`config.mk`:
```
export PLATFORM = sky130hd
export DESIGN_NAME = boid_position_unit
export DESIGN_NICKNAME = d
export VERILOG_FILES = /design/src/rtl/boid_pkg.sv /design/src/rtl/boid_position_unit_edge_step.sv /design/src/rtl/boid_position_unit.sv
export SDC_FILE = /design/constraint.sdc
export NUM_CORES = 1
export LEC_CHECK = 0
export ABC_AREA = 1
export ABC_CLOCK_PERIOD_IN_PS = 13500
export BUFFER_PORTS_ARGS = -buffer_cell sky130_fd_sc_hd__buf_2
export CAP_MARGIN = 20
export CELL_PAD_IN_SITES_DETAIL_PLACEMENT = 1
export CELL_PAD_IN_SITES_GLOBAL_PLACEMENT = 1
export CORE_ASPECT_RATIO = 0.7
export CORE_MARGIN = 8
export CORE_UTILIZATION = 40
export CTS_CLUSTER_DIAMETER = 80
export DETAILED_ROUTE_END_ITERATION = 10
export PLACE_DENSITY = 0.75
export SLEW_MARGIN = 15
export SYNTH_ARGS = -nofsm -noshare
export SYNTH_HDL_FRONTEND = slang
export SYNTH_SLANG_ARGS = --single-unit
```
`constraint.sdc`:
```
create_clock -name clock -period 13.5 [get_ports clock]
set_input_delay 0 -clock clock [delete_from_list [all_inputs] [get_ports clock]]
set_output_delay 0 -clock clock [all_outputs]
set_load 0.05 [all_outputs]
```
`src/rtl/boid_pkg.sv`:
```
`timescale 1ns/1ps
`default_nettype none
// +--------------------------------------------------------------------------+
// | Module      : boid_pkg                                                   |
// | Description : Shared screen geometry, coordinate/velocity widths and the |
// |               sweep FSM state encoding for the boid position unit and    |
// |               the VGA controller.                                        |
// | Revision    : 1.0 - initial multi-boid release                           |
// +--------------------------------------------------------------------------+
package boid_pkg;

    // Width of a linear framebuffer address able to hold width*height pixels
    function automatic int boid_address_width(input int width, input int height);
        return $clog2(width * height) + 1;
    endfunction

    localparam int BOID_VIDEO_WIDTH         = 640;
    localparam int BOID_VIDEO_HEIGHT        = 480;
    localparam int BOID_PIXEL_ADDRESS_WIDTH = boid_address_width(BOID_VIDEO_WIDTH, BOID_VIDEO_HEIGHT);

    localparam int BOID_X_WIDTH   = 10;
    localparam int BOID_Y_WIDTH   = 9;
    localparam int BOID_VEL_WIDTH = 4;

    // Sweep FSM encoding
    localparam int         STATE_WIDTH = 2;
    localparam logic [1:0] S_IDLE      = 2'd0;
    localparam logic [1:0] S_UPDATE    = 2'd1;
    localparam logic [1:0] S_EMIT      = 2'd2;
    localparam logic [1:0] S_DONE      = 2'd3;

endpackage
`default_nettype wire

```
`src/rtl/boid_position_unit_edge_step.sv`:
```
`timescale 1ns/1ps
`default_nettype none
// +--------------------------------------------------------------------------+
// | Module      : boid_edge_step                                             |
// | Description : Combinational one-axis integrate step: pos + vel, then     |
// |               bounce (MODE=0) or wrap (MODE=1) against [0, LIMIT-1].     |
// | Revision    : 1.0 - initial multi-boid release                           |
// +--------------------------------------------------------------------------+
module boid_edge_step #(
    parameter int LIMIT     = 640,
    parameter int POS_WIDTH = 10,
    parameter int VEL_WIDTH = 4,
    parameter int MODE      = 0
) (
    input  logic [POS_WIDTH-1:0] i_pos,
    input  logic [VEL_WIDTH-1:0] i_vel,
    output logic [POS_WIDTH-1:0] o_pos,
    output logic [VEL_WIDTH-1:0] o_vel
);

    // Two guard bits: one for sign, one so the 2*(LIMIT-1) mirror fits
    localparam int SUM_WIDTH = POS_WIDTH + 2;

    localparam logic signed [SUM_WIDTH-1:0] c_limit  = SUM_WIDTH'(LIMIT);
    localparam logic signed [SUM_WIDTH-1:0] c_max    = SUM_WIDTH'(LIMIT - 1);
    localparam logic signed [SUM_WIDTH-1:0] c_mirror = SUM_WIDTH'(2 * (LIMIT - 1));
    localparam logic [VEL_WIDTH-1:0]        c_vel_max = {1'b0, {(VEL_WIDTH-1){1'b1}}};
    localparam logic [VEL_WIDTH-1:0]        c_vel_min = {1'b1, {(VEL_WIDTH-1){1'b0}}};

    logic signed [SUM_WIDTH-1:0] w_sum;
    logic signed [SUM_WIDTH-1:0] w_pos;
    logic [VEL_WIDTH-1:0]        w_vel_neg;
    logic [1:0]                  w_unused_pos_msb;

    assign w_sum = $signed({2'b00, i_pos})
                 + $signed({{(SUM_WIDTH-VEL_WIDTH){i_vel[VEL_WIDTH-1]}}, i_vel});

    // The most negative velocity has no positive twin; clamp it to the largest one
    assign w_vel_neg = (i_vel == c_vel_min) ? c_vel_max : (~i_vel + 1'b1);

    // Edge handling; |vel| is tiny versus LIMIT so one correction is enough
    always_comb begin
        w_pos = w_sum;
        o_vel = i_vel;
        if (MODE == 0) begin
            if (w_sum < 0) begin
                w_pos = -w_sum;
                o_vel = w_vel_neg;
            end else if (w_sum > c_max) begin
                w_pos = c_mirror - w_sum;
                o_vel = w_vel_neg;
            end
        end else begin
            if (w_sum < 0) begin
                w_pos = w_sum + c_limit;
            end else if (w_sum > c_max) begin
                w_pos = w_sum - c_limit;
            end
        end
    end

    assign o_pos            = w_pos[POS_WIDTH-1:0];
    assign w_unused_pos_msb = w_pos[SUM_WIDTH-1:POS_WIDTH];

endmodule
`default_nettype wire

```
`src/rtl/boid_position_unit.sv`:
```
`timescale 1ns/1ps
`default_nettype none
// +--------------------------------------------------------------------------+
// | Module      : boid_position_unit                                         |
// | Description : Holds position/velocity for NUM_BOIDS boids. Each frame    |
// |               tick sweeps all boids in order, integrates velocity with   |
// |               bounce or wrap edges, and streams (id, x, y, address).     |
// | Revision    : 1.0 - initial multi-boid release                           |
// +--------------------------------------------------------------------------+
module boid_position_unit
    import boid_pkg::*;
#(
    parameter int NUM_BOIDS           = 8,
    parameter int VIDEO_WIDTH         = BOID_VIDEO_WIDTH,
    parameter int VIDEO_HEIGHT        = BOID_VIDEO_HEIGHT,
    parameter int VEL_WIDTH           = BOID_VEL_WIDTH,
    parameter int EDGE_MODE           = 0,
    parameter int PIXEL_ADDRESS_WIDTH = boid_address_width(VIDEO_WIDTH, VIDEO_HEIGHT),
    localparam int ID_WIDTH           = (NUM_BOIDS > 1) ? $clog2(NUM_BOIDS) : 1
) (
    input  logic                           clock,
    input  logic                           resetn,
    input  logic                           frame_tick,
    input  logic                           cfg_we,
    input  logic [ID_WIDTH-1:0]            cfg_id,
    input  logic [VEL_WIDTH-1:0]           cfg_vx,
    input  logic [VEL_WIDTH-1:0]           cfg_vy,
    output logic                           busy,
    output logic                           done,
    output logic                           out_valid,
    input  logic                           out_ready,
    output logic [ID_WIDTH-1:0]            out_id,
    output logic [BOID_X_WIDTH-1:0]        out_x,
    output logic [BOID_Y_WIDTH-1:0]        out_y,
    output logic [PIXEL_ADDRESS_WIDTH-1:0] out_address
);

    localparam logic [ID_WIDTH-1:0]  c_last_index = ID_WIDTH'(NUM_BOIDS - 1);
    localparam logic [VEL_WIDTH-1:0] c_vel_one    = VEL_WIDTH'(1);

    logic [BOID_X_WIDTH-1:0] r_pos_x [NUM_BOIDS];
    logic [BOID_Y_WIDTH-1:0] r_pos_y [NUM_BOIDS];
    logic [VEL_WIDTH-1:0]    r_vel_x [NUM_BOIDS];
    logic [VEL_WIDTH-1:0]    r_vel_y [NUM_BOIDS];

    logic [STATE_WIDTH-1:0]         r_state;
    logic [ID_WIDTH-1:0]            r_index;
    logic [ID_WIDTH-1:0]            r_out_id;
    logic [BOID_X_WIDTH-1:0]        r_out_x;
    logic [BOID_Y_WIDTH-1:0]        r_out_y;
    logic [PIXEL_ADDRESS_WIDTH-1:0] r_out_address;

    logic [BOID_X_WIDTH-1:0]        w_new_x;
    logic [BOID_Y_WIDTH-1:0]        w_new_y;
    logic [VEL_WIDTH-1:0]           w_new_vx;
    logic [VEL_WIDTH-1:0]           w_new_vy;
    logic [PIXEL_ADDRESS_WIDTH-1:0] w_address;
    logic                           w_cfg_in_range;

    boid_edge_step #(
        .LIMIT     (VIDEO_WIDTH),
        .POS_WIDTH (BOID_X_WIDTH),
        .VEL_WIDTH (VEL_WIDTH),
        .MODE      (EDGE_MODE)
    ) u_step_x (
        .i_pos (r_pos_x[r_index]),
        .i_vel (r_vel_x[r_index]),
        .o_pos (w_new_x),
        .o_vel (w_new_vx)
    );

    boid_edge_step #(
        .LIMIT     (VIDEO_HEIGHT),
        .POS_WIDTH (BOID_Y_WIDTH),
        .VEL_WIDTH (VEL_WIDTH),
        .MODE      (EDGE_MODE)
    ) u_step_y (
        .i_pos (r_pos_y[r_index]),
        .i_vel (r_vel_y[r_index]),
        .o_pos (w_new_y),
        .o_vel (w_new_vy)
    );

    // Linear address of the freshly integrated position
    generate
        if (VIDEO_WIDTH == 640) begin : g_addr_shift
            assign w_address = (PIXEL_ADDRESS_WIDTH'(w_new_y) << 9)
                             + (PIXEL_ADDRESS_WIDTH'(w_new_y) << 7)
                             + PIXEL_ADDRESS_WIDTH'(w_new_x);
        end else begin : g_addr_mult
            assign w_address = PIXEL_ADDRESS_WIDTH'(w_new_x)
                             + PIXEL_ADDRESS_WIDTH'(w_new_y) * PIXEL_ADDRESS_WIDTH'(VIDEO_WIDTH);
        end
    endgenerate

    // Protects against ids past the last boid when NUM_BOIDS is not a power of two
    assign w_cfg_in_range = (32'(cfg_id) < NUM_BOIDS);

    // Sweep FSM plus boid state; velocity writes land only while idle
    always_ff @(posedge clock) begin
        if (!resetn) begin
            r_state       <= S_IDLE;
            r_index       <= '0;
            r_out_id      <= '0;
            r_out_x       <= '0;
            r_out_y       <= '0;
            r_out_address <= '0;
            for (int i = 0; i < NUM_BOIDS; i++) begin
                r_pos_x[i] <= BOID_X_WIDTH'((64 * i + 32) % VIDEO_WIDTH);
                r_pos_y[i] <= BOID_Y_WIDTH'((48 * i + 24) % VIDEO_HEIGHT);
                r_vel_x[i] <= c_vel_one;
                r_vel_y[i] <= c_vel_one;
            end
        end else begin
            case (r_state)
                S_IDLE: begin
                    if (cfg_we && w_cfg_in_range) begin
                        r_vel_x[cfg_id] <= cfg_vx;
                        r_vel_y[cfg_id] <= cfg_vy;
                    end
                    if (frame_tick) begin
                        r_index <= '0;
                        r_state <= S_UPDATE;
                    end
                end
                S_UPDATE: begin
                    r_pos_x[r_index] <= w_new_x;
                    r_pos_y[r_index] <= w_new_y;
                    r_vel_x[r_index] <= w_new_vx;
                    r_vel_y[r_index] <= w_new_vy;
                    r_out_id         <= r_index;
                    r_out_x          <= w_new_x;
                    r_out_y          <= w_new_y;
                    r_out_address    <= w_address;
                    r_state          <= S_EMIT;
                end
                S_EMIT: begin
                    if (out_ready) begin
                        if (r_index == c_last_index) begin
                            r_state <= S_DONE;
                        end else begin
                            r_index <= r_index + 1'b1;
                            r_state <= S_UPDATE;
                        end
                    end
                end
                S_DONE: begin
                    r_state <= S_IDLE;
                end
                default: begin
                    r_state <= S_IDLE;
                end
            endcase
        end
    end

    assign busy        = (r_state != S_IDLE);
    assign done        = (r_state == S_DONE);
    assign out_valid   = (r_state == S_EMIT);
    assign out_id      = r_out_id;
    assign out_x       = r_out_x;
    assign out_y       = r_out_y;
    assign out_address = r_out_address;

endmodule
`default_nettype wire

```
=== After elaboration in Yosys (flattened, before gate mapping) ===
Memory sizes are Yosys's and may differ from the RTL's. A register that Yosys moved wholly into a read port is not among the register bits.
Cells that the tools add are included.

* Add/subtract/negate cells: 11
* Magnitude comparators: 4
* Eq/ne operators: 9
* Mux-type cells: 52
* Bitwise operators: 2
* Reduce and logical (&&, ||, !) cells: 11

{| class="wikitable"
|+ Operators with widths
! cell !! number
|-
| 3-bit two-way mux || 17
|-
| 4-bit two-way mux || 10
|-
| 10-bit two-way mux || 3
|-
| 9-bit two-way mux || 3
|-
| 19-bit by 10-bit adder with 20-bit output || 1
|-
| 18-bit by 16-bit adder with 19-bit output || 1
|-
| 4-bit OR reduction || 4
|-
| 1-bit two-way mux || 14
|-
| 11-bit by 4-bit adder with 12-bit output || 1
|-
| 12-bit by 11-bit greater-than comparator with 1-bit output, second input constant || 1
|-
| 12-bit by 1-bit less-than comparator with 1-bit output, second input constant || 1
|-
| 10-bit by 4-bit adder with 11-bit output || 1
|-
| 11-bit by 10-bit greater-than comparator with 1-bit output, second input constant || 1
|-
| 11-bit by 1-bit less-than comparator with 1-bit output, second input constant || 1
|-
| 10-bit negator || 1
|-
| 10-bit OR reduction || 1
|-
| 9-bit by 10-bit subtractor with 10-bit output, first input constant || 1
|-
| 9-bit negator || 1
|-
| 9-bit OR reduction || 1
|-
| 8-bit by 9-bit subtractor with 9-bit output, first input constant || 1
|-
| 4-bit by 1-bit adder with 4-bit output, second input constant || 2
|-
| 4-bit equality test, second input constant || 2
|-
| 4-bit NOT || 2
|-
| 2-bit case mux with 4 select lines || 1
|-
| 12 further kinds || 17
|}

* Bits in registers: 47
* RAM bits: 216
* Input port bits: 16
* Output and inout bits: 45
* Logic and storage cells: 99
* Memories: 4

{| class="wikitable"
|+ Memory list
! memory !! words !! width !! rd ports !! clocked after memory_dff !! wr ports !! RTL line !! source
|-
| r_pos_x || 8 || 10 || 1 || 1 || 8 || boid_position_unit.sv:41 || <nowiki>logic [BOID_X_WIDTH-1:0] r_pos_x [NUM_BOIDS];</nowiki>
|-
| r_pos_y || 8 || 9 || 1 || 1 || 8 || boid_position_unit.sv:42 || <nowiki>logic [BOID_Y_WIDTH-1:0] r_pos_y [NUM_BOIDS];</nowiki>
|-
| r_vel_x || 8 || 4 || 1 || 1 || 8 || boid_position_unit.sv:43 || <nowiki>logic [VEL_WIDTH-1:0] r_vel_x [NUM_BOIDS];</nowiki>
|-
| r_vel_y || 8 || 4 || 1 || 1 || 8 || boid_position_unit.sv:44 || <nowiki>logic [VEL_WIDTH-1:0] r_vel_y [NUM_BOIDS];</nowiki>
|}

=== Depth between registers and ports, before layout ===
Gate-level depths: netlist of run 1.

* Word-level depth: 7
* Depth in mapped cells: 43
* Gate-level depth less buffers: 39

=== By module ===
From an unflattened synthesis of run 1, not the netlist that was laid out.

* Cells, all modules: 1,717
* Area total of the unflattened synthesis: 14,470.1 um2

{| class="wikitable"
|+ Modules (own cells, without submodules)
! module !! instances !! cells each !! area an instance (um2) !! seq. area each (um2)
|-
| boid_position_unit || 1 || 1,214 || 11,776.3 || 7,327.0
|-
| boid_edge_step (u_step_x) || 1 || 264 || 1,418.9 || 0.0
|-
| boid_edge_step (u_step_y) || 1 || 239 || 1,275.0 || 0.0
|}

=== Worst setup path before layout of run 1 ===
OpenSTA, ideal clock, no wires.

* Path type: register to register
* From: register with a tool-made name
* To: register r_out_address[18], in the netlist out_address[18]
* Setup time: 0.071 ns
* Arrival time: 5.800 ns
* Data required time: 13.429 ns
* Setup slack: 7.629 ns
* Cell stages (with the launch flop): 40
* Buffers on the path: 5
* Clock period less this slack: 5.871 ns
* Path through: dfxtp_1 -> buf_6 -> buf_2 -> buf_2 -> clkbuf_1 -> clkbuf_1 -> nor2_1 -> nor2_1 -> o21ai_0 -> a31oi_1 -> ha_1 -> inv_1 -> fa_1 -> inv_1 -> nand2_1 -> nor2_2 -> nand3_1 -> nor2_1 -> [... 4 more ...] -> nand2_4 -> o21ai_4 -> xor2_4 -> inv_1 -> fa_1 -> inv_1 -> fa_1 -> o21ai_0 -> nand2_1 -> nand2_1 -> a21oi_1 -> o21ai_0 -> nand2_1 -> nand2_1 -> nand2_1 -> nand2_1 -> nand4_1 -> a21oi_1

{| class="wikitable"
|+ RTL lines
! element !! RTL line !! source
|-
| end signal, assigned || boid_position_unit.sv:134 || <nowiki>r_out_address <= w_address;</nowiki>
|-
| end, declared || boid_position_unit.sv:51 || <nowiki>logic [PIXEL_ADDRESS_WIDTH-1:0] r_out_address;</nowiki>
|}

==> metrics.txt, run 1 <==
run status finished, final reports clean; smallest setup slack after layout 6.436 ns; worst path required time 13.97 ns; initial standard-cell utilization of the core 0.4046; antenna violations before repair 1; Max transition margin 0.2693; maximum clock path buffer count 3; number of max-slew violations in the final report 0; Placed Area 0.01460 sq mm; Remaining Overflow, GRT 0; HPWL after detailed placement 30.36 mm; net count reported at finish 1690; Worst-Skew Late Latency 0.56 ns; CTS H-Tree Depth 1; Syn Inst Count 1591; DRC marker count from the first detailed-route iteration 780; max_cap viols 0; GP Congestion 0.8520; part of the cycle the worst path needs 0.5232; category of the worst setup path capture point flip-flop; critical path data arrival time 7.53 ns; type of the tightest min-delay check input pin to flip-flop; clock-pin slew on the worst setup and hold paths 0.07 ns; fill cell count 4127; total track usage 0.2109; commonest cells after routing, fill and taps aside sky130_fd_sc_hd__nor2_1 (337), sky130_fd_sc_hd__nand2_1 (242), sky130_fd_sc_hd__edfxtp_1 (216), sky130_fd_sc_hd__o21ai_0 (154), sky130_fd_sc_hd__inv_1 (146); final period demand of the worst path 7.064 ns; transition time at the pin with the least slew margin 1.096 ns; share of post-route cells with drive strength above 1 0.1159; Crit path buffers/inverters 6; Max Clk Rate 141.6 MHz; Initial DRT Pass Iterations 5; post-detailed-route count of antenna-violating nets 0; largest fanout of any net on the critical path 56; kind of start point of the critical path flip-flop; port buffer count 59; TritonCTS clock tree done; total length of routed met2 wires 19.68 mm; final setup skew 0.01896 ns; post-route setup TNS 0 ns; family with the most delay on the worst path adder cells; met3 layer wire length in the routed design 2.872 mm; final hold viol count 0; total number of clock tree sinks 258; Post-Place Setup Slack 6.455 ns; mean cell area of the mapped netlist 8.797 sq um; Via density 5.449; first-pass GRT wire length 68.46 mm; Routed wire per std cell 20.96 um; wire length the detailed router placed on met1 20.86 mm; aggregate routed wire length 44.25 mm; number of warning messages in the yosys log 0; CTS Root Buffer Type sky130_fd_sc_hd__clkbuf_16; most numerous cell on the critical path sky130_fd_sc_hd__nand2_1; Core Area 0.03459 sq mm; count of different cell masters after synthesis 47; largest net degree at the start of global routing 109; number of standard-cell rows in the floorplan 57; Die Outline Area 0.04133 sq mm; number of setup violations in the final report 0; instance count after placement with tap cells included 2058; synthesis-to-layout area growth 11.16%; total power draw 0.003838 W; class of the most critical setup path flip-flop to flip-flop; antenna diode count 0; Residual DRC 0; reg2reg setup slack 6.44 ns; vias in the first global route 11843; Die Height 172.5 um; most common cell after layout, fill and taps aside sky130_fd_sc_hd__nor2_1; setup repair after global routing missed its margin no; sequential cell area fraction in the yosys report 0.5235; Die Wd 239.6 um; pwr/cell area 246.7 mW/mm^2; post-cts repair resize count 0; largest vdd supply drop 0.2504 mV; Cell Count, Final, Fillers Out 2111; cell type of the slowest stage on the worst timing path sky130_fd_sc_hd__fa_1; worst stage delay on the critical path 0.60 ns; Highest Signal Layer met5; flop and latch count out of synthesis 258; Mapped Nets 1659; number of vias after detailed routing 11503; post-route cell area 0.01556 sq mm; Leakage Power 6.268 nW; number of ports placed on the die boundary 61; synthesized cell area 0.01400 sq mm; number of buffers inserted during clock tree synthesis 27
==> per-stage QoR <==
| step | hold WS, ns | util |
|---|---|---|
| after floorplan | 0.2061 | - |
| after global placement | 0.3175 | 0.4217 |
| after detailed placement | 0.3471 | 0.4222 |
| after CTS | 0.002085 | 0.4493 |
| after global routing | 0.03257 | 0.4498 |
| final | 0.03029 | 0.4498 |
==> power by group <==
group	internal, W	switching (W)	leakage [nW]
combinational	0.000616	0.00150	3.48
clock	0.000443	0.000326	0.421
sequential	0.000921	0.0000335	2.37
==> sequential cells by signal, summed over array words and instances, names as in the netlist, named ones only <==
register	count
out_address	12
out_id	3
out_x	10
out_y	9
r_index	3
r_pos_x	80
r_pos_y	72
r_state	2
r_vel_x	32
r_vel_y	32
==> kinds of logic after synthesis <==
logic type	share of synthesized area
other cells	0.0002679
buf+inv	0.06982
flops	0.5235
xor+xnor	0.01556
compound gates	0.1303
fa+ha+maj	0.04863
simple gates	0.2120
==> worst reg2reg max path: cells and delay by family, from the launching register on <==
| kind | cells | cell delay [ns] |
|---|---|---|
| XOR/XNOR | 1 | 0.47 |
| flip-flops | 1 | 0.31 |
| adder cells (fa/ha/maj) | 4 | 1.74 |
| AND/OR/NAND/NOR | 15 | 1.62 |
| buffers and inverters | 6 | 1.36 |
| AO/OA/AOI/OAI | 8 | 1.51 |
==> cell usage after synthesis (all sizes together) <==
cell / number / area, sq um
inv: 165 / 621.8
or2: 3 / 18.77
edfxtp: 216 / 6486
nand4: 11 / 68.82
nand2: 267 / 1095
conb: 1 / 3.750
nor3: 10 / 50.05
clkinv: 1 / 3.750
o21ai: 176 / 925.9
xnor2: 4 / 35.03
o22ai: 32 / 200.2
ha: 48 / 600.6
nor2: 346 / 1346
nand3b: 9 / 67.56
o21a: 2 / 15.01
a21oi: 76 / 391.6
o221ai: 5 / 43.79
buf: 32 / 201.4
dfxtp: 42 / 840.8
a211oi: 2 / 15.01
o21bai: 1 / 7.510
clkbuf: 40 / 150.1
nand3: 55 / 320.3
a21o: 1 / 7.510
xor2: 14 / 182.7
o211ai: 10 / 103.9
fa: 4 / 80.08
a31oi: 18 / 112.6
==> timing repair <==
action / CTS / global route
hold buffers: 6 / 0
setup buffers: 0 / 0
hold endpoints to repair: 34 / 0
==> layout make-up <==
class                   instances  area (sq um)  share of cell area
inverters                     166         625.6             0.04021
flip-flops and latches        258          7332              0.4713
clock inverters                15         188.9             0.01214
repair buffers                 74         437.9             0.02815
multi-input cells            1095          5692              0.3659
well taps                     472         590.6             0.03796
clock buffers                  31         690.7             0.04439
==> final timing paths <==
path | from | end | cells past startpoint
worst max register to register | flip-flop | out_address[18]$_SDFFE_PN0N_ | 34
worst max-delay path | flip-flop | out_address[18]$_SDFFE_PN0N_ | 34
worst min-delay path | cfg_vy[3] | r_vel_y[5][3]$_SDFFCE_PN0P_ | 3
worst min register to register | out_address[18]$_SDFFE_PN0N_ | out_address[18]$_SDFFE_PN0N_ | 2
==> layer usage <==
| metal | track usage | vias up |
|---|---|---|
| met5 | 0 | - |
| li1 | - | 5401 |
| met3 | 0.03720 | 57 |
| met4 | 0.04645 | 2 |
| met1 | 0.3034 | 5712 |
| met2 | 0.3280 | 331 |
No activity file was read; power rests on OpenSTA's default activity.
==> run 2: changes to the inputs <==
--- a/config.mk
+++ b/config.mk
@@ -6,7 +6,7 @@
 export NUM_CORES = 1
 export LEC_CHECK = 0
 export ABC_AREA = 1
-export ABC_CLOCK_PERIOD_IN_PS = 13500
+export ABC_CLOCK_PERIOD_IN_PS = 7100
 export BUFFER_PORTS_ARGS = -buffer_cell sky130_fd_sc_hd__buf_2
 export CAP_MARGIN = 20
 export CELL_PAD_IN_SITES_DETAIL_PLACEMENT = 1
==> constraint.sdc (replaced) <==
create_clock -name clock -period 7.1 [get_ports clock]
set_input_delay 0 -clock clock [delete_from_list [all_inputs] [get_ports clock]]
set_output_delay 0 -clock clock [all_outputs]
set_load 0.05 [all_outputs]
==> metrics.txt, run 2 (same netlist as run 1, synthesis figures left out) <==
run status finished, final reports clean; reg2reg setup slack 0.55 ns; TritonCTS clock tree done; initial standard-cell utilization of the core 0.4046; largest net degree at the start of global routing 56; Worst-Skew Late Latency 0.55 ns; worst path required time 7.57 ns; type of the tightest min-delay check input pin to flip-flop; Post-Place Setup Slack 0.5693 ns; most common cell after layout, fill and taps aside sky130_fd_sc_hd__nor2_1; Initial DRT Pass Iterations 5; vias in the first global route 11713; smallest setup slack after layout 0.5494 ns; Remaining Overflow, GRT 0; instance count after placement with tap cells included 2067; number of vias after detailed routing 11578; Die Wd 239.6 um; Routed wire per std cell 21.09 um; number of max-slew violations in the final report 0; largest vdd supply drop 0.5708 mV; register with the most flip-flops r_pos_x; post-route setup TNS 0 ns; pwr/cell area 474.0 mW/mm^2; clock-pin slew on the worst setup and hold paths 0.07 ns; first-pass GRT wire length 68.74 mm; number of standard-cell rows in the floorplan 57; total track usage 0.2112; share of post-route cells with drive strength above 1 0.1217; Leakage Power 6.352 nW; CTS Root Buffer Type sky130_fd_sc_hd__clkbuf_16; antenna violations before repair 0; maximum clock path buffer count 3; post-detailed-route count of antenna-violating nets 0; Max transition margin 0.2776; Max Clk Rate 152.7 MHz; kind of start point of the critical path flip-flop; number of buffers inserted during clock tree synthesis 27; class of the most critical setup path flip-flop to flip-flop; most numerous cell on the critical path sky130_fd_sc_hd__nand2_1; Via density 5.454; category of the worst setup path capture point flip-flop; number of ports placed on the die boundary 61; critical path data arrival time 7.02 ns; Residual DRC 0; Die Height 172.5 um; part of the cycle the worst path needs 0.9226; Cell Count, Final, Fillers Out 2123; net count reported at finish 1700; worst stage delay on the critical path 0.55 ns; cell type of the slowest stage on the worst timing path sky130_fd_sc_hd__fa_1; fill cell count 4073; count of buffers added by post-CTS timing repair for setup 0; final period demand of the worst path 6.551 ns; aggregate routed wire length 44.78 mm; CTS H-Tree Depth 1; WHS 0.05032 ns; sequential standard cell area 0.007333 sq mm; transition time at the pin with the least slew margin 1.080 ns; largest fanout of any net on the critical path 55; HPWL after detailed placement 31.21 mm; number of flip-flops under the largest register name 80; Die Outline Area 0.04133 sq mm; max_cap viols 0; antenna diode count 0; setup repair after global routing missed its margin no; port buffer count 59; total number of clock tree sinks 258; DRC marker count from the first detailed-route iteration 872; Core Area 0.03459 sq mm; area occupied by multi-input gates 0.005703 sq mm; number of setup violations in the final report 0; Placed Area 0.01466 sq mm; biggest regs r_pos_x (80), r_pos_y (72); final hold viol count 0; post-route cell area 0.01569 sq mm; commonest cells after routing, fill and taps aside sky130_fd_sc_hd__nor2_1 (337), sky130_fd_sc_hd__nand2_1 (242), sky130_fd_sc_hd__edfxtp_1 (216), sky130_fd_sc_hd__o21ai_0 (154), sky130_fd_sc_hd__inv_1 (146); GP Congestion 0.8632; synthesis-to-layout area growth 12.12%; final setup skew 0.01300 ns
==> run 2: cell type report <==
| type | count | share of cell area |
|---|---|---|
| Timing Repair Buffer | 84 | 0.03269 |
| Multi-Input combinational cell | 1095 | 0.3634 |
| Tap cell | 472 | 0.03763 |
| Sequential cell | 258 | 0.4673 |
| Clock buffer | 35 | 0.04688 |
| Inverter | 166 | 0.04003 |
| Clock inverter | 13 | 0.01204 |
==> run 2: report_power, final <==
group	internal [W]	switching, W	total, W
Combinational	0.00118	0.00292	0.00410
Clock	0.000908	0.000618	0.00153
Sequential	0.00175	0.0000585	0.00181
==> run 2: final timing paths <==
kind | from | to | cells past startpoint
max | flip-flop | out_address[18]$_SDFFE_PN0N_ | 35
min | cfg_vy[3] | r_vel_y[2][3]$_SDFFCE_PN0P_ | 3
max reg2reg | flip-flop | out_address[18]$_SDFFE_PN0N_ | 35
min reg2reg | out_y[8]$_SDFFE_PN0N_ | out_y[8]$_SDFFE_PN0N_ | 2
==> run 2: worst max-delay path, delay by kind of cell, from the launching register on <==
| kind | cells | cell delay (ns) |
|---|---|---|
| AO/OA/AOI/OAI | 8 | 1.53 |
| XOR/XNOR | 1 | 0.36 |
| adder cells (fa/ha/maj) | 4 | 1.78 |
| buffers and inverters | 5 | 0.96 |
| flip-flops | 1 | 0.32 |
| AND/OR/NAND/NOR | 17 | 1.53 |
==> run 2: repair_timing <==
action,in CTS,in global routing
hold buffers,6,0
hold endpoints to repair,34,0
gates resized for setup,0,4
endpoints found under the setup margin,0,2
==> run 2: stage by stage <==
stage            util  power (W)
2_1_floorplan       -   0.004707
3_3_place_gp   0.4239   0.005772
3_5_place_dp   0.4239   0.005879
4_1_cts        0.4524   0.007444
5_1_grt        0.4537   0.007953
6_report       0.4537   0.007438
==> run 2: metal layers <==
metal  routed length, um  share of wire  GRT usage  vias up
met5                   0              0          0        -
met4                 974          0.022    0.04746        0
met3                2906          0.065    0.03736       65
met2               19200           0.43     0.3115      379
met1               21700           0.48     0.3173     5713
li1                    -              -          -     5421
